<file path="config.mk">
export PLATFORM = sky130hd
export DESIGN_NAME = multdiv_iter
export DESIGN_NICKNAME = d
export VERILOG_FILES = /design/src/rtl/multdiv_pkg.sv /design/src/rtl/multdiv_iter_counter.sv /design/src/rtl/multdiv_iter.sv
export SDC_FILE = /design/constraint.sdc
export NUM_CORES = 1
export LEC_CHECK = 0
export ABC_AREA = 1
export BUFFER_PORTS_ARGS = -buffer_cell sky130_fd_sc_hd__buf_4
export CORE_AREA = 4 4 182 184
export CTS_CLUSTER_SIZE = 20
export DETAILED_ROUTE_END_ITERATION = 10
export DIE_AREA = 0 0 186 188
export PLACE_DENSITY = 0.66
export SYNTH_ARGS = -nofsm -noshare
export SYNTH_HDL_FRONTEND = slang
export SYNTH_SLANG_ARGS = --single-unit
</file>
<file path="constraint.sdc">
create_clock -name clk -period 6.2 [get_ports clk]
set_input_delay 0.93 -clock clk [delete_from_list [all_inputs] [get_ports clk]]
set_output_delay 0.93 -clock clk [all_outputs]
set_load 0.01 [all_outputs]
</file>
<file path="src/rtl/multdiv_pkg.sv">
// Shared definitions for the iterative multiply/divide unit: widths, FSM
// encodings, operation selects and the operand magnitude helper.
package multdiv_pkg;

    localparam int WIDTH = 32;
    localparam int CNT_W = 5;
    localparam logic [CNT_W-1:0] LAST_ITER = 5'd31;

    typedef enum logic [1:0] {
        ST_IDLE    = 2'd0,
        ST_RUN_MUL = 2'd1,
        ST_RUN_DIV = 2'd2,
        ST_DONE    = 2'd3
    } state_t;

    typedef enum logic {
        OP_MUL = 1'b0,
        OP_DIV = 1'b1
    } op_t;

    function automatic logic [WIDTH-1:0] abs32(input logic [WIDTH-1:0] v);
        return v[WIDTH-1] ? (~v + 32'd1) : v;
    endfunction

endpackage

</file>
<file path="src/rtl/multdiv_iter_counter.sv">
// 5-bit iteration counter: synchronous load-zero, enable, async clear,
// with a terminal-count flag on the final iteration.
module multdiv_iter_counter
    import multdiv_pkg::*;
(
    input  logic clk,
    input  logic clr,
    input  logic i_load_zero,
    input  logic i_en,
    output logic o_last
);

    logic [CNT_W-1:0] r_count;

    always_ff @(posedge clk or posedge clr) begin
        if (clr)
            r_count <= '0;
        else if (i_load_zero)
            r_count <= '0;
        else if (i_en)
            r_count <= r_count + 1'b1;
    end

    assign o_last = (r_count == LAST_ITER);

endmodule

</file>
<file path="src/rtl/multdiv_iter.sv">
// Iterative signed 32-bit multiply (radix-2 Booth) / divide (restoring on
// magnitudes with sign fix-up); 32 iterations per operation.
//
//  state      | meaning
//  -----------+-----------------------------------------------------------
//  ST_IDLE    | waiting for a start pulse
//  ST_RUN_MUL | one Booth step per edge, 32 steps
//  ST_RUN_DIV | one restoring-division step per edge, 32 steps
//  ST_DONE    | result/exception valid, rdy high; a new start is accepted
module multdiv_iter
    import multdiv_pkg::*;
(
    input  logic             clk,
    input  logic             clr,
    input  logic             i_ctrl_mult,
    input  logic             i_ctrl_div,
    input  logic [WIDTH-1:0] i_operand_a,
    input  logic [WIDTH-1:0] i_operand_b,
    output logic [WIDTH-1:0] o_result,
    output logic             o_exception,
    output logic             o_result_rdy,
    output logic             o_busy
);

    state_t            r_state;
    logic [64:0]       r_work;
    logic [WIDTH-1:0]  r_opnd;
    logic              r_neg;
    logic              r_div0;
    logic              r_ovf;

    logic              w_start;
    logic              w_running;
    logic              w_last;
    op_t               w_op;

    logic [32:0]       w_hi33;
    logic [32:0]       w_a33;
    logic [32:0]       w_booth;
    logic [64:0]       w_mul_next;

    logic [63:0]       w_rq;
    logic [32:0]       w_diff;
    logic [64:0]       w_div_next;

    assign w_running = (r_state == ST_RUN_MUL) || (r_state == ST_RUN_DIV);
    assign w_start   = ((r_state == ST_IDLE) || (r_state == ST_DONE)) &&
                       (i_ctrl_mult || i_ctrl_div);
    assign w_op      = i_ctrl_mult ? OP_MUL : OP_DIV;

    multdiv_iter_counter u_counter (
        .clk         (clk),
        .clr         (clr),
        .i_load_zero (w_start),
        .i_en        (w_running),
        .o_last      (w_last)
    );

    // Accumulator is carried at 33 bits so hi -/+ A cannot wrap when A = -2^31;
    // the extra sign bit is what the arithmetic shift brings into P[64].
    assign w_hi33 = {r_work[64], r_work[64:33]};
    assign w_a33  = {r_opnd[WIDTH-1], r_opnd};

    always_comb begin
        w_booth = w_hi33;
        case (r_work[1:0])
            2'b01:   w_booth = w_hi33 + w_a33;
            2'b10:   w_booth = w_hi33 - w_a33;
            default: w_booth = w_hi33;
        endcase
    end

    assign w_mul_next = {w_booth, r_work[32:1]};

    // Partial remainder stays below |B| <= 2^31, so the shifted value fits 32 bits.
    assign w_rq   = {r_work[62:0], 1'b0};
    assign w_diff = {1'b0, w_rq[63:32]} - {1'b0, r_opnd};

    always_comb begin
        if (!w_diff[32])
            w_div_next = {1'b0, w_diff[31:0], w_rq[31:1], 1'b1};
        else
            w_div_next = {1'b0, w_rq};
    end

    always_ff @(posedge clk or posedge clr) begin
        if (clr) begin
            r_state     <= ST_IDLE;
            r_work      <= '0;
            r_opnd      <= '0;
            r_neg       <= 1'b0;
            r_div0      <= 1'b0;
            r_ovf       <= 1'b0;
            o_result    <= '0;
            o_exception <= 1'b0;
        end else begin
            case (r_state)
                ST_IDLE, ST_DONE: begin
                    if (w_start) begin
                        if (w_op == OP_MUL) begin
                            r_state <= ST_RUN_MUL;
                            r_work  <= {32'd0, i_operand_b, 1'b0};
                            r_opnd  <= i_operand_a;
                        end else begin
                            r_state <= ST_RUN_DIV;
                            r_work  <= {33'd0, abs32(i_operand_a)};
                            r_opnd  <= abs32(i_operand_b);
                            r_neg   <= i_operand_a[WIDTH-1] ^ i_operand_b[WIDTH-1];
                            r_div0  <= (i_operand_b == '0);
                            r_ovf   <= (i_operand_a == 32'h8000_0000) &&
                                       (i_operand_b == 32'hFFFF_FFFF);
                        end
                    end else begin
                        r_state <= ST_IDLE;
                    end
                end
                ST_RUN_MUL: begin
                    r_work <= w_mul_next;
                    if (w_last) begin
                        r_state     <= ST_DONE;
                        o_result    <= w_mul_next[32:1];
                        o_exception <= (w_mul_next[64:33] != {32{w_mul_next[32]}});
                    end
                end
                ST_RUN_DIV: begin
                    r_work <= w_div_next;
                    if (w_last) begin
                        r_state <= ST_DONE;
                        if (r_div0) begin
                            o_result    <= '0;
                            o_exception <= 1'b1;
                        end else begin
                            o_result    <= r_neg ? (~w_div_next[31:0] + 32'd1)
                                                 : w_div_next[31:0];
                            o_exception <= r_ovf;
                        end
                    end
                end
                default: r_state <= ST_IDLE;
            endcase
        end
    end

    assign o_result_rdy = (r_state == ST_DONE);
    assign o_busy       = w_running;

endmodule

</file>
==> results of run 1 <==
cell type report:
type / count / share of cell area [%]
Timing Repair Buffer: 120 / 5.32
Tap cell: 402 / 2.97
Clock buffer: 19 / 2.61
Inverter: 356 / 7.91
Clock inverter: 13 / 0.908
Multi-Input combinational cell: 1925 / 59.6
Sequential cell: 140 / 20.7
metrics by stage:
step | instance area (sq um) | power [mW] | std cells
2_1_floorplan | 15300 | 7.21 | 2515
3_3_place_gp | 16300 | 9.57 | 2943
3_5_place_dp | 16300 | 9.63 | 2943
4_1_cts | 16900 | 10.7 | 2975
5_1_grt | 16900 | 11.9 | 2975
6_report | 16900 | 10.9 | 2975
state kept, by name, indices dropped and copies added, names as in the netlist:
register           cells
o_result              32
r_div0                 1
r_ovf                  1
r_opnd                32
r_state                2
u_counter.r_count      5
r_neg                  1
o_exception            1
r_work                65
synth_stat cells (4+ instances only):
cell / n / share of area [%]
nand2_2: 6 / 0.25
o211ai_1: 39 / 1.9
inv_2: 6 / 0.15
a31oi_1: 13 / 0.53
xor2_1: 51 / 2.9
o221ai_1: 39 / 2.2
nand2_1: 643 / 16
ha_1: 76 / 6.2
nand3b_1: 7 / 0.34
o21ai_1: 8 / 0.26
inv_1: 344 / 8.4
xnor2_1: 13 / 0.74
a22oi_1: 32 / 1.6
a21oi_1: 197 / 6.4
o21bai_1: 8 / 0.39
nor4_1: 14 / 0.57
dfrtp_1: 140 / 23
nor3_2: 8 / 0.52
o41ai_1: 4 / 0.23
o21a_1: 4 / 0.20
a21o_1: 5 / 0.25
o21ai_2: 4 / 0.23
clkbuf_1: 74 / 1.8
buf_1: 7 / 0.17
clkinv_1: 6 / 0.15
o22ai_1: 11 / 0.45
nor2_1: 244 / 6.0
o21ai_0: 161 / 5.3
nand4_1: 28 / 1.1
nor3_1: 38 / 1.2
or2_2: 26 / 1.1
buf_2: 8 / 0.26
nand3_1: 210 / 6.9
kinds of logic (layout without fill, tap and decap cells):
group / count (synthesis) / in the layout
DFF: 140 / 140
AOI/OAI and AO/OA: 545 / 545
xor gates and xnor gates: 64 / 64
adders and majority gates: 78 / 78
and+or+nand+nor: 1238 / 1238
buffers and inverters: 450 / 508
power by group through the flow:
stage / Sequential, mW / Clock [mW] / Combinational, mW
final: 1.82 / 1.07 / 7.97
after global routing: 1.87 / 1.12 / 8.89
after CTS: 1.80 / 1.08 / 7.86
after detailed placement: 1.81 / 0 / 7.82
after global placement: 1.81 / 0 / 7.76
after floorplan: 1.69 / 0 / 5.52
per-layer routing:
layer	wire (um)	up-vias
met3	3700	148
li1	-	8453
met1	25000	7928
met5	0	-
met4	3180	0
met2	27100	747
worst max path at each step:
| stage | to |
|---|---|
| 6_report | o_exception |
| 5_1_grt | o_exception |
| 4_1_cts | o_exception |
| 3_5_place_dp | o_exception |
| 3_3_place_gp | o_exception |
| 2_1_floorplan | o_exception |
worst min-delay path, stage by stage, from the launching register on:
cell and delay, ns:
dfrtp_1 0.34, nand2_1 0.05, o21ai_0 0.06
==> results.py, run 1 <==
metrics = {
    "sta": {
        "slew_violations": 0,
        "worst_slew_pin_slew_ns": 0.974,
        "setup_ws_ns": 1.68,
        "rsz0062_at_grt": "false",
        "post-route-period-util_pct": 72.8,
        "clock.fmax_ghz": 0.221,
        "skew_ns": 0.0135,
        "final_hold_viol_count": 0,
        "setup_tns_ns": 0,
        "finalSetupViolCount": 0,
        "period_needed_ns": 4.52,
        "whs_ns": 0.488,
        "max_slew_margin_pct": 35.1,
    },
    "place": {
        "gp_congestion": 1.02,
        "hpwl_mm": 46.2,
        "dp_slack_ns": 1.76,
        "portBuffers": 102,
    },
    "global_route": {
        "antenna_found_initial": 0,
        "grt_usage_pct": 33.6,
        "grt.busiest_layer": "met2",
        "grt_pass1_wl_mm": 92.7,
        "met1_usage_pct": 44.4,
        "gr-total-overflow": 0,
        "grtUsageMet2_pct": 54.4,
        "grt_max_degree": 105,
        "grt_util_met3_pct": 4.31,
        "grt_pass1_vias": 16500,
    },
    "yosys": {
        "synth_xor_area_share_pct": 3.66,
        "avgSynthCellArea_sq_um": 6.08,
        "synth_top_family_by_area": "simple AND/OR/NAND/NOR gates",
        "synth-simple-area-share_pct": 34.7,
        "synth_nets": 2661,
        "syn_inst": 2515,
        "ys_warn_count": 0,
        "synth_edf_count": 0,
        "synth_ff_type": "dfrtp_1",
        "synth_fa_ha_area_share_pct": 6.48,
        "synth_seq_cells": 140,
        "async_flop_share_pct": 100,
        "muxShareOfSynthArea_pct": 0,
        "ys_seq_area_share_pct": 22.9,
        "synth_cell_type_count": 56,
        "synth_compound_area_share_pct": 21.0,
        "syn_area_sq_um": 15300,
    },
    "clock_network": {
        "cts_tree": "done",
        "h-tree-depth": 4,
        "cts_resized": 0,
        "cts.path.max_buffers": 2,
        "cts-root-buf": "clkbuf_16",
        "numCtsBuffers": 17,
        "path_clk_slew_ns": 0.07,
        "cts_hold_buf": 0,
        "worstSkewPairLatency_ns": 0.44,
        "post_cts_buffers": 0,
        "numClockSinks": 140,
    },
    "worst_hold_path": {
        "hold_depth": 2,
        "holdCritPathClass": "reg2reg",
        "hold_end": "o_result[0]",
        "min-delay-start": "o_result[0]",
    },
    "layout": {
        "regArea_sq_um": 3500,
        "final_cell_mix": "nand2_1 (642), inv_1 (342), nor2_1 (241)",
        "multiInputGateArea_sq_um": 10100,
        "drive_above_1_share_pct": 8.55,
        "utilization_pct": 54.0,
        "diodes": 0,
        "area_delta_synth_final_pct": 10.7,
        "fillCellCount": 3251,
        "finalNetCount": 2706,
        "layout_commonest_cell": "nand2_1",
    },
    "setup_path": {
        "worstPathMaxFanout": 19,
        "r2r_start": "r_work[0]",
        "r2r_end": "o_exception",
        "critPathArrivalTime_ns": 4.85,
        "required_ns": 6.54,
        "worstSetupPathType": "reg2reg",
        "rr_worst_depth": 25,
        "path_depth": 25,
        "crit_path_start": "r_work[0]",
        "cpMostUsedCell": "nand2_1",
        "regToRegSetupSlack_ns": 1.68,
        "critPathMaxStageDelay_ns": 0.52,
        "cp.buffers_inverters": 4,
        "crit_slowest_cell": "clkinv_1",
        "cp_top_family": "simple AND/OR/NAND/NOR gates",
        "start_kind": "flip-flop",
        "crit_path_end_kind": "flip-flop",
    },
    "route": {
        "vias": 17300,
        "drt_iter0_drc": 1596,
        "via_per_inst": 5.81,
        "drc_errors": 0,
        "drtAntennaViolNets": 0,
        "wl_per_cell_um": 19.8,
        "wl_mm": 59.0,
        "first_pass_iters": 6,
    },
    "outcome": {
        "status": "complete, no violations",
    },
    "die": {
        "io-pin-count": 103,
        "row_count": 65,
        "fp.dieH_um": 188,
        "coreArea_sq_um": 31400,
        "die_w_um": 186,
        "dieArea_sq_um": 35000,
        "initial_utilization_pct": 48.7,
    },
    "power": {
        "power_density_nw_per_um2": 641,
        "seqPwrFrac_pct": 16.7,
        "leakagePower_nw": 8.51,
        "ir_drop_mv": 0.323,
        "p_sw_mw": 6.36,
        "switching_share_pct": 58.6,
        "p_comb_share_pct": 73.4,
        "pwr-share-clk_pct": 9.8,
        "p_int_mw": 4.49,
    },
    "flow_run": {
        "cap_violations": 0,
    },
}
Note: power is estimated with default switching activity, not from simulation.
==> inputs of run 2 (changes only) <==
==> constraint.sdc (replaced) <==
create_clock -name clk -period 4.7 [get_ports clk]
set_input_delay 0.705 -clock clk [delete_from_list [all_inputs] [get_ports clk]]
set_output_delay 0.705 -clock clk [all_outputs]
set_load 0.01 [all_outputs]
==> results.py, run 2 (synthesis results as in run 1) <==
metrics = {
    "global_route": {
        "grt_pass1_wl_mm": 91.3,
        "grt_max_degree": 78,
        "grt_pass1_vias": 16300,
        "gr-total-overflow": 0,
        "grt_usage_pct": 33.2,
        "antenna_found_initial": 0,
    },
    "clock_network": {
        "worstSkewPairLatency_ns": 0.44,
        "h-tree-depth": 4,
        "numCtsBuffers": 17,
        "numClockSinks": 140,
        "cts_tree": "done",
        "cts-root-buf": "clkbuf_16",
        "path_clk_slew_ns": 0.07,
        "cts.path.max_buffers": 2,
    },
    "setup_path": {
        "crit_path_end_kind": "flip-flop",
        "crit_path_start": "r_opnd[0]",
        "worstPathMaxFanout": 5,
        "regToRegSetupSlack_ns": 0.41,
        "critPathArrivalTime_ns": 4.63,
        "cpMostUsedCell": "nand2_1",
        "required_ns": 5.04,
        "critPathMaxStageDelay_ns": 0.40,
        "rr_worst_depth": 28,
        "crit_slowest_cell": "dfrtp_1",
        "cp-endpoint": "o_exception",
        "worstSetupPathType": "reg2reg",
        "start_kind": "flip-flop",
        "r2r_start": "r_opnd[0]",
        "r2r_end": "o_exception",
    },
    "sta": {
        "max_slew_margin_pct": 27.6,
        "final_hold_viol_count": 0,
        "post-route-period-util_pct": 91.3,
        "worst_slew_pin_slew_ns": 1.08,
        "slew_violations": 0,
        "period_needed_ns": 4.29,
        "finalSetupViolCount": 0,
        "skew_ns": 0.0123,
        "clock.fmax_ghz": 0.233,
    },
    "die": {
        "initial_utilization_pct": 48.7,
        "die_w_um": 186,
        "io-pin-count": 103,
        "row_count": 65,
        "coreArea_sq_um": 31400,
        "dieArea_sq_um": 35000,
        "fp.dieH_um": 188,
    },
    "route": {
        "wl_per_cell_um": 19.7,
        "drc_errors": 0,
        "vias": 17500,
        "drt_iter0_drc": 1539,
        "first_pass_iters": 6,
        "drtAntennaViolNets": 0,
        "via_per_inst": 5.85,
        "wl_mm": 58.9,
    },
    "place": {
        "hpwl_mm": 46.4,
        "gp_congestion": 0.987,
        "portBuffers": 102,
        "placed_area_sq_um": 16400,
    },
    "layout": {
        "final_cell_mix": "nand2_1 (640), inv_1 (341), nor2_1 (238)",
        "area_delta_synth_final_pct": 11.7,
        "fin_area_sq_um": 17100,
        "reg_top3": "r_work x65, o_result x32, r_opnd x32",
        "largest_register_ffs": 65,
        "multiInputGateArea_sq_um": 10200,
        "utilization_pct": 54.4,
        "fillCellCount": 3243,
        "drive_above_1_share_pct": 9.53,
        "top_register": "r_work",
        "regArea_sq_um": 3500,
        "diodes": 0,
        "layout_commonest_cell": "nand2_1",
        "finalNetCount": 2715,
    },
    "power": {
        "leakagePower_nw": 8.54,
        "power_density_nw_per_um2": 845,
        "ir_drop_mv": 0.574,
    },
    "outcome": {
        "status": "complete, no violations",
    },
    "worst_hold_path": {
        "holdCritPathClass": "in2async",
    },
    "flow_run": {
        "cap_violations": 0,
    },
}
-- run 2: power by group --
| group | internal, mW | switching [mW] | total [mW] |
|---|---|---|---|
| registers | 1.78 | 0.611 | 2.39 |
| clock network | 0.797 | 0.610 | 1.41 |
| logic | 3.41 | 7.24 | 10.6 |
-- run 2: how the worst min path moves through the flow --
stage / slack [ns] / to / from
5_1_grt: 0.43 / u_counter.r_count[1] / clr
3_3_place_gp: 0.47 / o_result[0] / o_result[0]
3_5_place_dp: 0.47 / o_exception / o_exception
2_1_floorplan: 0.45 / r_ovf / r_ovf
6_report: 0.37 / u_counter.r_count[1] / clr
4_1_cts: 0.40 / u_counter.r_count[1] / clr
-- run 2: area by class of cell --
cell class | count | area share [%]
Clock inverter | 13 | 0.915
Tap cell | 402 | 2.94
Inverter | 356 | 7.85
Timing Repair Buffer | 129 | 5.67
Clock buffer | 19 | 2.53
Sequential cell | 140 | 20.5
Multi-Input combinational cell | 1925 | 59.6
-- run 2: stage by stage --
step                setup slack (ns)  setup TNS [ns]  hold slack [ns]  power [mW]  cells
floorplan                      0.242               0            0.448        9.51   2515
global placement               0.311               0            0.475        12.6   2951
detailed placement             0.269               0            0.474        12.7   2951
CTS                            0.242               0            0.400        14.2   2983
global route                -0.00246        -0.00246            0.431        15.7   2984
finish                         0.411               0            0.371        14.4   2984
-- run 2: layer usage --
layer  global-route usage [%]  up-vias  routed length, um
met1                     44.4     8077              25100
li1                         -     8487                  -
met2                     54.5      765              27400
met4                     14.3        0               2790
met5                        0        -                  0
met3                     3.28      128               3690
-- run 2: worst max-delay path: cells and delay by family, from the launching register on --
kind | cells | cell delay [ns]
flip-flops | 1 | 0.40
XOR/XNOR | 1 | 0.14
buffers and inverters | 2 | 0.20
AND/OR/NAND/NOR | 24 | 3.05
adder cells (fa/ha/maj) | 1 | 0.39
-- run 2: timing repair --
item                       4_1_cts  5_1_grt
setup buffers                    0        1
hold buffers                     0        0
resized for setup                0       22
setup endpoints to repair        0        1
==> inputs of run 3 (changes only) <==
--- a/config.mk
+++ b/config.mk
@@ -5,13 +5,12 @@
 export SDC_FILE = /design/constraint.sdc
 export NUM_CORES = 1
 export LEC_CHECK = 0
-export ABC_AREA = 1
 export BUFFER_PORTS_ARGS = -buffer_cell sky130_fd_sc_hd__buf_4
-export CORE_AREA = 4 4 182 184
+export CORE_AREA = 4 4 171 173
 export CTS_CLUSTER_SIZE = 20
 export DETAILED_ROUTE_END_ITERATION = 10
-export DIE_AREA = 0 0 186 188
-export PLACE_DENSITY = 0.66
+export DIE_AREA = 0 0 175 177
+export PLACE_DENSITY = 0.67
 export SYNTH_ARGS = -nofsm -noshare
 export SYNTH_HDL_FRONTEND = slang
 export SYNTH_SLANG_ARGS = --single-unit
==> results.py, run 3 <==
metrics = {
    "outcome": {
        "status": "complete, no violations",
    },
    "yosys": {
        "yosysMostFrequentCell": "nor2_1",
        "syn_inst": 1731,
        "synth_edf_count": 0,
        "synth_seq_cells": 140,
        "ys_warn_count": 0,
        "syn_area_sq_um": 13400,
        "synth_cell_type_count": 73,
        "synth_nets": 1877,
        "async_flop_share_pct": 100,
        "ys_seq_area_share_pct": 26.1,
        "avgSynthCellArea_sq_um": 7.76,
        "yosys-top-cells-area": "dfrtp_1 (26%), ha_1 (7.1%), a21oi_1 (6.4%), xnor2_1 (5.5%), nor2_1 (4.9%)",
        "synth_top_cell_by_area": "dfrtp_1",
        "yosysTopAreaCellShare_pct": 26.1,
        "synth_common_cells": "nor2_1 (177), a21oi_1 (172), dfrtp_1 (140)",
        "synth_ff_type": "dfrtp_1",
    },
    "power": {
        "p_int_mw": 6.27,
        "switching_share_pct": 50.6,
        "seqPwrFrac_pct": 18.6,
        "power_density_nw_per_um2": 793,
        "p_comb_share_pct": 69.2,
        "leakagePower_nw": 6.90,
        "pwr-share-clk_pct": 12.1,
        "power_mw": 12.7,
        "ir_drop_mv": 0.408,
        "p_sw_mw": 6.42,
    },
    "setup_path": {
        "worstPathMaxFanout": 4,
        "crit_path_end_kind": "flip-flop",
        "r2r_start": "r_opnd[0]",
        "rr_worst_depth": 20,
        "required_ns": 5.02,
        "regToRegSetupSlack_ns": 0.09,
        "worstSetupPathType": "reg2reg",
        "r2r_end": "o_result[30]",
        "critPathArrivalTime_ns": 4.93,
        "start_kind": "flip-flop",
    },
    "flow_run": {
        "cap_violations": 0,
    },
    "clock_network": {
        "cts_hold_buf": 0,
        "path_clk_slew_ns": 0.06,
        "numClockSinks": 140,
        "cts-root-buf": "clkbuf_16",
        "worstSkewPairLatency_ns": 0.44,
        "h-tree-depth": 4,
        "cts_tree": "done",
        "numCtsBuffers": 17,
        "cts.path.max_buffers": 2,
    },
    "place": {
        "gp_congestion": 0.957,
        "portBuffers": 102,
        "dp_slack_ns": -0.134,
        "placed_area_sq_um": 15000,
        "hpwl_mm": 36.6,
    },
    "layout": {
        "top_register": "r_work",
        "finalNetCount": 1982,
        "final_cell_mix": "buf_4 (196), nor2_1 (171), a21oi_1 (169)",
        "area_delta_synth_final_pct": 19.2,
        "layout_commonest_cell": "buf_4",
        "reg_top3": "r_work x65, o_result x32, r_opnd x32",
        "diodes": 0,
        "drive_above_1_share_pct": 16.8,
        "fin_area_sq_um": 16000,
        "largest_register_ffs": 65,
    },
    "route": {
        "drtAntennaViolNets": 0,
        "drt_iter0_drc": 1650,
        "first_pass_iters": 9,
        "vias": 14400,
        "wl_mm": 48.4,
        "drc_errors": 0,
        "via_per_inst": 6.46,
        "wl_per_cell_um": 21.7,
    },
    "global_route": {
        "grt_max_degree": 79,
        "grt_pass1_vias": 13500,
        "gr-total-overflow": 0,
        "antenna_found_initial": 1,
        "grt_pass1_wl_mm": 76.5,
        "grt_usage_pct": 30.7,
    },
    "die": {
        "io-pin-count": 103,
        "dieArea_sq_um": 31000,
        "fp.dieH_um": 177,
        "row_count": 61,
        "die_w_um": 175,
        "coreArea_sq_um": 27600,
        "initial_utilization_pct": 48.6,
    },
    "sta": {
        "post-route-period-util_pct": 98.0,
        "finalSetupViolCount": 0,
        "setup_ws_ns": 0.0926,
        "slew_violations": 0,
        "period_needed_ns": 4.61,
        "setup_tns_ns": 0,
        "clock.fmax_ghz": 0.217,
        "rsz0062_at_grt": "true",
        "max_slew_margin_pct": 27.2,
        "final_hold_viol_count": 0,
        "skew_ns": 0.0105,
        "worst_slew_pin_slew_ns": 1.08,
    },
    "worst_hold_path": {
        "holdCritPathClass": "in2async",
    },
}
run 3: what timing repair did:
item                       4_1_cts  5_1_grt
gates resized for setup          5       54
pin swaps                        2       47
setup endpoints to repair        5       14
setup buffers                    0       10
run 3: through the flow:
step,instances,hold WS [ns],util [%]
floorplan,1731,0.449,-
global placement,2185,0.467,54.3
detailed placement,2185,0.477,54.3
CTS,2217,0.424,56.7
global route,2227,0.461,57.9
finish,2227,0.393,57.9
run 3: final cells by class:
type                       count  area [sq um]
fill                        2607         11600
multi-input combinational   1404          9580
sequential                   140          3500
timing repair buffer         199          1510
tap                          378           473
clock buffer                  21           460
inverter                      74           283
clock inverter                11           190
run 3: power by group through the flow:
stage | registers (mW) | clock network (mW) | logic (mW)
finish | 2.36 | 1.54 | 8.79
global route | 2.41 | 1.60 | 9.61
CTS | 2.31 | 1.54 | 8.38
detailed placement | 2.32 | 0 | 8.33
global placement | 2.31 | 0 | 8.20
floorplan | 2.12 | 0 | 5.78
run 3: cell families after synthesis:
logic type	after synthesis	share of synthesized area (%)
compound gates	606	29.6
simple gates	540	19.3
buf+inv	187	5.50
xor+xnor	152	9.92
flops	140	26.1
fa+ha+maj	78	7.38
mux	28	2.18
run 3: worst max-delay path: stages, from the launching register on:
cell,delay (ns)
dfrtp_1,0.36
buf_6,0.12
ha_4,0.14
inv_2,0.04
fa_2,0.36
a21o_1,0.21
a41oi_2,0.23
nand3_2,0.18
a311oi_4,0.44
o21ai_4,0.11
a32oi_2,0.22
o21a_2,0.21
ha_4,0.16
nand2_4,0.07
or2_4,0.26
or4_4,0.45
nand2b_4,0.21
o31ai_2,0.30
xnor2_1,0.10
a221oi_1,0.25
nor2_1,0.06
run 3: per-layer routing:
| metal | GRT usage (%) | vias up | part of all wire, % |
|---|---|---|---|
| met5 | 0 | - | 0 |
| met2 | 49.0 | 657 | 46 |
| met3 | 5.32 | 82 | 8.1 |
| li1 | - | 6665 | - |
| met1 | 43.9 | 6976 | 44 |
| met4 | 6.81 | 0 | 2.0 |
run 3: how the worst max path moves through the flow:
| stage | from | to | slack (ns) | cells after the start |
|---|---|---|---|---|
| after floorplan | r_work[31] | o_result[26] | -0.06 | 24 |
| after global placement | r_opnd[4] | o_exception | -0.03 | 21 |
| after detailed placement | r_opnd[4] | o_exception | -0.13 | 21 |
| after CTS | r_opnd[1] | o_exception | -0.002 | 19 |
| after global routing | r_opnd[3] | o_exception | -0.11 | 21 |
| final | r_opnd[0] | o_result[30] | 0.09 | 20 |
